==> src/rtl/nav_motion_sequencer.sv <==
// Jump/speed sequencer driving the shared mode, pos_mode and jump_position selects
// of the per-axis position datapaths. All outputs are registered.
module nav_motion_sequencer #(
  parameter int unsigned k               = 16,
  parameter int unsigned CHARGE_CYCLES   = 4,
  parameter int unsigned COOLDOWN_CYCLES = 3,
  parameter int unsigned CNT_W           = 8
) (
  input  logic         clk,
  input  logic         rst_n,
  input  logic         cmd_valid,
  output logic         cmd_ready,
  input  logic [2:0]   cmd,
  input  logic [k-1:0] jump_target,
  input  logic         abort,
  output logic [3:0]   mode,
  output logic [3:0]   pos_mode,
  output logic [k-1:0] jump_position,
  output logic         busy,
  output logic         jump_done,
  output logic         cmd_err
);

  localparam logic [3:0] ModeStop    = 4'b0001;
  localparam logic [3:0] ModeAttack  = 4'b0010;
  localparam logic [3:0] ModeDefense = 4'b0100;
  localparam logic [3:0] ModeStealth = 4'b1000;
  localparam logic [3:0] PosZero     = 4'b0001;
  localparam logic [3:0] PosSub      = 4'b0010;
  localparam logic [3:0] PosJump     = 4'b0100;

  localparam logic [CNT_W-1:0] CntZero    = '0;
  localparam logic [CNT_W-1:0] CntOne     = CNT_W'(1);
  localparam logic [CNT_W-1:0] ChargeInit = CNT_W'(CHARGE_CYCLES);
  localparam logic [CNT_W-1:0] CoolInit   = CNT_W'(COOLDOWN_CYCLES);

  localparam logic [2:0] OpHalt    = 3'd0;
  localparam logic [2:0] OpAttack  = 3'd1;
  localparam logic [2:0] OpDefense = 3'd2;
  localparam logic [2:0] OpStealth = 3'd3;
  localparam logic [2:0] OpJump    = 3'd4;
  localparam logic [2:0] OpZero    = 3'd5;

  typedef enum logic [2:0] {
    StZero,
    StIdle,
    StCruise,
    StCharge,
    StJump,
    StCool
  } state_e;

  state_e           state_q, state_d, rest_state;
  logic [3:0]       speed_q, speed_d;
  logic [CNT_W-1:0] cnt_q, cnt_d;
  logic [k-1:0]     jpos_q, jpos_d;
  logic             err_d, done_d;
  logic [3:0]       mode_d, pos_mode_d;
  logic             busy_d, ready_d;

  // Where a finished or aborted jump lands: back to cruising if a speed is selected.
  assign rest_state = (speed_q != ModeStop) ? StCruise : StIdle;

  always_comb begin
    state_d = state_q;
    speed_d = speed_q;
    cnt_d   = cnt_q;
    jpos_d  = jpos_q;
    err_d   = 1'b0;
    done_d  = 1'b0;
    unique case (state_q)
      StZero: begin
        // A zero counter marks the extra ZERO cycle held after reset release.
        if (cnt_q == CntZero) begin
          cnt_d = CntOne;
        end else begin
          state_d = StIdle;
          cnt_d   = CntZero;
        end
      end
      StIdle, StCruise: begin
        if (cmd_valid) begin
          case (cmd)
            OpHalt: begin
              state_d = StIdle;
              speed_d = ModeStop;
            end
            OpAttack: begin
              state_d = StCruise;
              speed_d = ModeAttack;
            end
            OpDefense: begin
              state_d = StCruise;
              speed_d = ModeDefense;
            end
            OpStealth: begin
              state_d = StCruise;
              speed_d = ModeStealth;
            end
            OpZero: begin
              state_d = StZero;
              speed_d = ModeStop;
              cnt_d   = CntOne;
            end
            OpJump: begin
              jpos_d = jump_target;
              if (CHARGE_CYCLES == 0) begin
                state_d = StJump;
              end else begin
                state_d = StCharge;
                cnt_d   = ChargeInit;
              end
            end
            default: err_d = 1'b1;
          endcase
        end
      end
      StCharge: begin
        if (abort) begin
          state_d = rest_state;
          cnt_d   = CntZero;
        end else if (cnt_q <= CntOne) begin
          state_d = StJump;
          cnt_d   = CntZero;
        end else begin
          cnt_d = cnt_q - CntOne;
        end
      end
      StJump: begin
        done_d = 1'b1;
        if (COOLDOWN_CYCLES == 0) begin
          state_d = rest_state;
        end else begin
          state_d = StCool;
          cnt_d   = CoolInit;
        end
      end
      StCool: begin
        if (cnt_q <= CntOne) begin
          state_d = rest_state;
          cnt_d   = CntZero;
        end else begin
          cnt_d = cnt_q - CntOne;
        end
      end
      default: begin
        state_d = StZero;
        cnt_d   = CntZero;
      end
    endcase
  end

  // Outputs are decoded from the next state so they are valid right after each edge.
  always_comb begin
    mode_d     = (state_d == StCruise) ? speed_d : ModeStop;
    pos_mode_d = PosSub;
    if (state_d == StZero) begin
      pos_mode_d = PosZero;
    end else if (state_d == StJump) begin
      pos_mode_d = PosJump;
    end
    busy_d  = (state_d == StCharge) || (state_d == StJump) || (state_d == StCool);
    ready_d = (state_d == StIdle) || (state_d == StCruise);
  end

  always_ff @(posedge clk or negedge rst_n) begin
    if (!rst_n) begin
      state_q   <= StZero;
      speed_q   <= ModeStop;
      cnt_q     <= CntZero;
      jpos_q    <= '0;
      mode      <= ModeStop;
      pos_mode  <= PosZero;
      busy      <= 1'b0;
      cmd_ready <= 1'b0;
      jump_done <= 1'b0;
      cmd_err   <= 1'b0;
    end else begin
      state_q   <= state_d;
      speed_q   <= speed_d;
      cnt_q     <= cnt_d;
      jpos_q    <= jpos_d;
      mode      <= mode_d;
      pos_mode  <= pos_mode_d;
      busy      <= busy_d;
      cmd_ready <= ready_d;
      jump_done <= done_d;
      cmd_err   <= err_d;
    end
  end

  assign jump_position = jpos_q;

endmodule
==> config.mk <==
export PLATFORM = sky130hd
export DESIGN_NAME = nav_motion_sequencer
export DESIGN_NICKNAME = d
export VERILOG_FILES = /design/src/rtl/nav_motion_sequencer.sv
export SDC_FILE = /design/constraint.sdc
export NUM_CORES = 1
export LEC_CHECK = 0
export ABC_AREA = 1
export CAP_MARGIN = 5
export CORE_ASPECT_RATIO = 0.7
export CORE_MARGIN = 5
export CORE_UTILIZATION = 51
export CTS_BUF_LIST = sky130_fd_sc_hd__clkbuf_4 sky130_fd_sc_hd__clkbuf_8
export DETAILED_ROUTE_END_ITERATION = 8
export PLACE_DENSITY = 0.86
export SYNTH_ARGS = -nofsm -noshare
export SYNTH_HDL_FRONTEND = slang
export SYNTH_SLANG_ARGS = --single-unit
==> constraint.sdc <==
create_clock -name clk -period 2.1 [get_ports clk]
set_input_delay 0.42 -clock clk [delete_from_list [all_inputs] [get_ports clk]]
set_output_delay 0.42 -clock clk [all_outputs]
set_load 0.05 [all_outputs]
# After elaboration in Yosys (flattened, before gate mapping)
# Index checks and enable logic that the tools add are counted.
# totals
out_inout_bits	28
memories	0
elab_cells	67
regBits	43
in_bits	23
latchBits	0
romBits	0
mem_bits_rw	0
# classes
n_shift	0
eq_ne	18
muxes	24
n_mul	0
add_sub_neg	1
n_reduce_logical	13
bitwise_logic	0
magnitude_cmp	1
n_div	0
# ops
operator	count
8-bit one-hot mux with 5 select lines	1
8-bit two-way mux	3
3-bit two-way mux	7
3-bit by 2-bit == test with 1-bit output, second input constant	6
3-bit == test, second input constant	6
4-bit one-hot mux with 4 select lines	1
8-bit one-hot mux with 2 select lines	1
3-bit one-hot mux with 5 select lines	1
4-bit two-way mux	3
3-bit one-hot mux with 4 select lines	1
3-bit by 1-bit == test with 1-bit output, second input constant	3
3-bit logical NOT	3
8-bit by 1-bit less-or-equal comparator with 1-bit output, second input constant	1
8-bit logical NOT	1
8-bit by 1-bit subtractor with 8-bit output, second input constant	1
6-bit OR reduction	1
1-bit two-way mux	5
4-bit by 1-bit inequality test with 1-bit output, second input constant	1
2-bit OR reduction	2
1-bit logical OR	3
3-bit by 2-bit inequality test with 1-bit output, second input constant	1
3-bit AND reduction	1
3-bit OR reduction	1
2-bit two-way mux	1
other kinds (2)	2

# Depth between registers and ports, before layout
# Gate-level depths: netlist of the first run.
# depth
word_depth	8
ltp_mapped	11
ltp_nobuf	11

# Worst setup path after synthesis of the first run
# Ideal clock, no wire load.
# synth_path
path_kind	flip-flop to flip-flop
from	register cnt_q[0]
to	register cmd_ready
setup_slack_ns	0.547
arrival_ns	1.435
stages_incl_launch_ff	12
n_path_buf	0
setup_time_ns	0.118
period_less_slack_ns	1.553
required_time_ns	1.982
cell_sequence	dfrtp_1 > inv_1 > ha_1 > nor2_1 > nor2_2 > nand2_2 > nand2_1 > nand2_1 > nand2_1 > nand3_2 > nand3_1 > nand2_1
# synth_between
elab_chain_len	6
word_cells_on_any_way	10
classes_between	order compare: 1; eq/ne: 2; mux: 5; reduce/logical: 2
# synth_rtl
element	line_no	source
from (decl)	55	logic [CNT_W-1:0] cnt_q, cnt_d;
from (signal assigned)	170	cnt_q <= CntZero;
from (signal assigned)	181	cnt_q <= cnt_d;
8-bit by 1-bit less-or-equal comparator with 1-bit output	122, 139	
3-bit two-way mux	122	end else if (cnt_q <= CntOne) begin
3-bit two-way mux	119	if (abort) begin
3-bit one-hot mux with 5 select lines *	71	unique case (state_q)
net state_d[0]	53	state_e state_q, state_d, rest_state;
3-bit by 1-bit == test with 1-bit output / 3-bit by 2-bit == test with 1-bit output (equally long branches)	163	ready_d = (state_d == StIdle) || (state_d == StCruise);
1-bit logical OR *	163	
net ready_d	59	logic busy_d, ready_d;
to (signal assigned)	186	cmd_ready <= ready_d;
to (decl)	12	output logic cmd_ready,
# Mark *: on every way through the listed nets, which the timed path passes. The rest lies on a longest branch.
# A chain may end at the register's enable or synchronous reset.

# Worst setup path in the final report of the first run
# layout_path
from	register cnt_q[0]
to	register mode[1]
# layout_between
elab_chain_len	6
word_cells_on_any_way	9
classes_between	order compare: 1; eq/ne: 1; mux: 6; reduce/logical: 1
# layout_rtl
element	line_no	source
8-bit by 1-bit less-or-equal comparator with 1-bit output	122, 139	
3-bit two-way mux	122	
3-bit two-way mux	119	
3-bit one-hot mux with 5 select lines *	71	
3-bit by 2-bit == test with 1-bit output *	155	mode_d = (state_d == StCruise) ? speed_d : ModeStop;
4-bit two-way mux *	155	
net mode_d[1]	58	logic [3:0] mode_d, pos_mode_d;
to (signal assigned)	172	mode <= ModeStop;
to (signal assigned)	183	mode <= mode_d;
to (decl)	16	output logic [3:0] mode,
# Marked as above.

==> results of run 1 <==
[cells in the mapped netlist]
library cell and n:
a21oi_1 6, a21oi_2 1, a31oi_1 1, buf_2 1, buf_4 2, buf_6 1, clkbuf_1 1, conb_1 1
dfrtp_1 39, dfstp_2 3, ha_1 3, inv_1 31, inv_2 3, nand2_1 71, nand2_2 1, nand2_4 3
nand3_1 30, nand3_2 3, nand4_1 3, nand4_4 1, nor2_1 30, nor2_2 3, nor2_4 2, nor3_1 1
o21ai_0 7, o221ai_1 1, o22ai_1 4, xnor2_1 1, xor2_1 5
[flip-flops by register name (all words and copies together) (netlist names)]
register	flops
cmd_ready	1
mode	4
cnt_q	8
state_q	3
speed_q	4
jump_position	16
jump_done	1
busy	1
pos_mode	3
cmd_err	1
[critical path, cell delays in order (launching register included)]
cell and delay (ns):
dfrtp_1 0.40, inv_1 0.16, ha_1 0.29, nor2_1 0.08, nor2_2 0.15, nand3_1 0.12, nand2_1 0.08, nand2_1 0.06
nor2_2 0.18, nand3_2 0.16, nor2_1 0.13
[final cells by class]
| type | count | area [µm²] | share of cell area (%) |
|---|---|---|---|
| Sequential cell | 42 | 1050 | 38.2 |
| Tap cell | 52 | 65.1 | 2.36 |
| Timing Repair Buffer | 53 | 510 | 18.5 |
| Inverter | 34 | 128 | 4.62 |
| Multi-Input combinational cell | 178 | 893 | 32.4 |
| Clock inverter | 3 | 40.0 | 1.45 |
| Clock buffer | 5 | 68.8 | 2.49 |
[per-layer routing]
metal | wire, µm | part of all wire [%] | track usage, %
met5 | 0 | 0 | 0
met3 | 378 | 7.5 | 4.88
met1 | 2330 | 47 | 28.5
met4 | 42 | 0.84 | 5.25
met2 | 2260 | 45 | 29.7
[through the flow]
stage | power (mW) | utilization, % | std cells | instance area [µm²] | hold WS, ns
after floorplan | 3.23 | - | 259 | 2110 | 0.124
after global routing | 5.01 | 69.5 | 367 | 2760 | 0.233
after detailed placement | 4.02 | 66.8 | 359 | 2650 | 0.459
final | 4.65 | 69.5 | 367 | 2760 | 0.174
after CTS | 4.66 | 69.5 | 367 | 2760 | 0.201
after global placement | 3.97 | 66.8 | 359 | 2650 | 0.454
[path summary, 6_finish.rpt]
kind / endpoint / slack (ns) / cells after the start
worst max-delay path: mode[1] / 0.20 / 10
worst min register to register: jump_position[12] / 0.47 / 2
max in group asynchronous: speed_q[0] / 1.56 / 2
worst max register to register: mode[1] / 0.20 / 10
min in group clk: jump_position[12] / 0.47 / 2
worst min-delay path: cnt_q[5] / 0.17 / 2
[kinds of logic after synthesis]
kind of cell	count (synthesis)	share of synthesized area, %
and+or+nand+nor	148	32.5
adders and majority gates	3	1.78
xor gates and xnor gates	6	2.49
buffers and inverters	39	7.71
other	1	0.178
AOI/OAI and AO/OA	20	5.39
DFF	42	50.0
[where the power goes]
part	internal, mW	switching, mW
registers	1.14	0.187
clock network	0.350	0.275
logic	0.861	1.85
==> flow_summary.toml, run 1 <==
[floorplanning]
core_mm2 = 0.00397
pin_count = 51
dieHeight_um = 63.8
num_rows = 19
initial_core_util_pct = 53.2
die_w_um = 86.9
die_area_mm2 = 0.00555

[synthesis]
synthTopCellsByArea = "dfrtp_1 46%, nand2_1 13%, nand3_1 7.1%"
synthCells = 259
synth_cell_types = 29
syn_avg_cell_area_um2 = 8.15
ys_warn_count = 0
yosysSeqAreaShare_pct = 50.0
netlist_area_mm2 = 0.00211
ys_ff_latch = 42
synth.top_cell.area_share_pct = 46.2
yosys.area.top_type = "dfrtp_1"
syn_nets = 285

[worst_setup_path]
crit_fanout = 5
start_kind = "flop"
cp.required_ns = 2.32
worstSetupPathType = "flop to flop"
startpoint = "cnt_q[0]"
r2r-start = "cnt_q[0]"
end_kind = "flop"
cp_data_arrival_time_ns = 2.11

[cells_and_area]
fillers = 318
nNetsFinal = 340
n_antenna_cell = 0
final_common_cell = "nand2_1"
drive_gt1_share_pct = 11.1
syn_to_final_growth_pct = 30.8
mostFrequentLayoutCells = "71 x nand2_1, 46 x clkdlybuf4s50_1, 39 x dfrtp_1, 31 x inv_1"

[clock_tree]
clock_path_buffers = 2
clock-sinks = 42
cts_htree_levels = 2
insertion_delay_ns = 0.29
postCtsSetupRepairBufs = 0
cts_buffers = 5
tritoncts = "yes"
clkSlewWorstSetupHoldPaths_ns = 0.08
clockRootBuffer = "clkbuf_8"
hold_buffers = 0
cts_resized = 0

[timing]
max_freq_mhz = 527
setup_tns_ns = 0
slew_headroom_pct = 65.7
finalHoldViolations = 0
rsz0062_at_grt = "no"
fin_crit_ns = 1.90
finalSetupViolCount = 0
tightest_slew_ns = 0.513
slew_viol_final = 0
finalCritPeriodShare_pct = 90.3
finalClockSkew_ns = 0.00455
setup_slack_ns = 0.204

[power]
ir_drop_uv = 934
p_leak_nw = 1.41
p_per_area_mw_per_mm2 = 1690

[placement]
io_buffer_count = 49
dp_hpwl_um = 3820
place_ws_ns = 0.144
gp_congestion = 0.944

[grt]
grt_max_degree = 43
grt_overflow = 0
grtUsageTotal_pct = 19.7
antenna_found_initial = 0
grt_pass1_vias = 1793
grt_pass1_wl_um = 8610

[routing]
wire_per_inst_um = 13.6
dr.pass1.iters = 4
drt-total-wl_um = 5010
drt_iter0_markers = 160
ant_nets = 0
drc_errors = 0
num_vias = 1854
via_per_inst = 5.05

[min_path]
hp-class = "input pin to asynchronous set/reset pin"

[run]
max_cap_viol_count = 0

[status]
status = "finished clean"
(Power assumes the default switching activity.)
==> inputs of run 2 (changes only) <==
Settings changed: CORE_UTILIZATION 51 to 49, CTS_BUF_LIST sky130_fd_sc_hd__clkbuf_4 sky130_fd_sc_hd__clkbuf_8 to default, PLACE_DENSITY 0.86 to 0.83.
==> flow_summary.toml, run 2 (synthesis gave the netlist of run 1 again) <==
[routing]
via_per_inst = 4.94
dr.pass1.iters = 4
num_vias = 1829
ant_nets = 0
drc_errors = 0
drt_iter0_markers = 172
drt-total-wl_um = 4730
wire_per_inst_um = 12.8

[clock_tree]
postCtsSetupRepairBufs = 0
cts_htree_levels = 2
insertion_delay_ns = 0.29
clkSlewWorstSetupHoldPaths_ns = 0.08
clock_path_buffers = 2
hold_buffers = 0
cts_resized = 0
cts_buffers = 5
clockRootBuffer = "clkbuf_8"
tritoncts = "yes"
clock-sinks = 42

[floorplanning]
initial_core_util_pct = 49.6
dieHeight_um = 64.9
die_w_um = 88.4
num_rows = 20
core_mm2 = 0.00425
die_area_mm2 = 0.00574
pin_count = 51

[cells_and_area]
fillers = 349
mostFrequentLayoutCells = "71 x nand2_1, 46 x clkdlybuf4s50_1, 39 x dfrtp_1, 31 x inv_1"
nNetsFinal = 340
layout.cells.non_filler = 370
final_common_cell = "nand2_1"
largest_reg_flops = 16
n_antenna_cell = 0
design_area_mm2 = 0.00277
drive_gt1_share_pct = 10.8
syn_to_final_growth_pct = 31.0

[power]
p_leak_nw = 1.40
switching_share_pct = 49.1
internal_power_mw = 2.36
p_clk_share_pct = 13.4
power_switching_mw = 2.28
ir_drop_uv = 1000
comb_power_share_pct = 58.2
p_per_area_mw_per_mm2 = 1680
p_seq_share_pct = 28.4

[grt]
grt_pass1_vias = 1698
grtUsageTotal_pct = 18.1
grt_pass1_wl_um = 8100
grt_max_degree = 43
antenna_found_initial = 0
grt_overflow = 0

[worst_setup_path]
crit_chain = "clkdlybuf4s50_1"
path_buf_inv = 1
end_kind = "output port"
cp_data_arrival_time_ns = 1.47
start_kind = "flop"
worstSetupPathType = "flop to output port"
slowest_stage = "clkdlybuf4s50_1"
crit_family = "buffers and inverters"
cp.required_ns = 1.68
max_stage_delay_ns = 0.82
crit_fanout = 2

[timing]
rsz0062_at_grt = "no"
finalClockSkew_ns = 0.00608
fin_hold_ws_ns = 0.187
setup_slack_ns = 0.207
setup_tns_ns = 0
slew_headroom_pct = 65.2
finalCritPeriodShare_pct = 90.1
slew_viol_final = 0
max_freq_mhz = 528
tightest_slew_ns = 0.520
finalHoldViolations = 0
finalSetupViolCount = 0
fin_crit_ns = 1.89

[placement]
dp_hpwl_um = 3630
io_buffer_count = 49
placed_cell_area_mm2 = 0.00266
place_ws_ns = 0.122
dp_cells = 362
gp_congestion = 0.867

[run]
max_cap_viol_count = 0

[min_path]
hp-class = "input pin to asynchronous set/reset pin"

[status]
status = "finished clean"
==> run 2: cell type report <==
type	instances	area, µm²	share of cell area, %
clock buffer	6	72.6	2.62
clock inverter	2	37.5	1.36
inverter	34	128	4.62
multi-input combinational	178	893	32.3
sequential	42	1050	38.1
tap	55	68.8	2.49
timing repair buffer	53	510	18.5
==> run 2: power by group through the flow <==
stage	Combinational, mW	Sequential [mW]	Clock, mW
finish	2.70	1.32	0.623
floorplan	1.23	2.00	0
detailed placement	2.69	1.33	0
global route	2.94	1.36	0.675
CTS	2.70	1.32	0.637
global placement	2.64	1.33	0
==> run 2: final timing paths <==
path / start / end / slack (ns) / cells after the start
max reg2reg: cnt_q[1] / mode[3] / 0.26 / 10
min reg2reg: jump_position[10] / jump_position[10] / 0.47 / 2
max: jump_position[14] / jump_position[14] / 0.21 / 1
min in group clk: jump_position[10] / jump_position[10] / 0.47 / 2
max in group asynchronous: rst_n / speed_q[0] / 1.55 / 2
min: rst_n / cnt_q[5] / 0.19 / 2
==> run 2: per-layer routing <==
metal  global-route usage, %  up-vias  part of all wire (%)
met5                       0        -                     0
met2                    25.7       69                    43
met3                    3.56        2                   8.4
li1                        -      923                     -
met4                    4.53        0                  0.49
met1                    27.9      835                    48
==> run 2: metrics by stage <==
stage	total power, mW	util (%)
finish	4.64	65.0
global route	4.98	65.0
CTS	4.66	65.0
detailed placement	4.02	62.4
global placement	3.96	62.4
floorplan	3.23	-
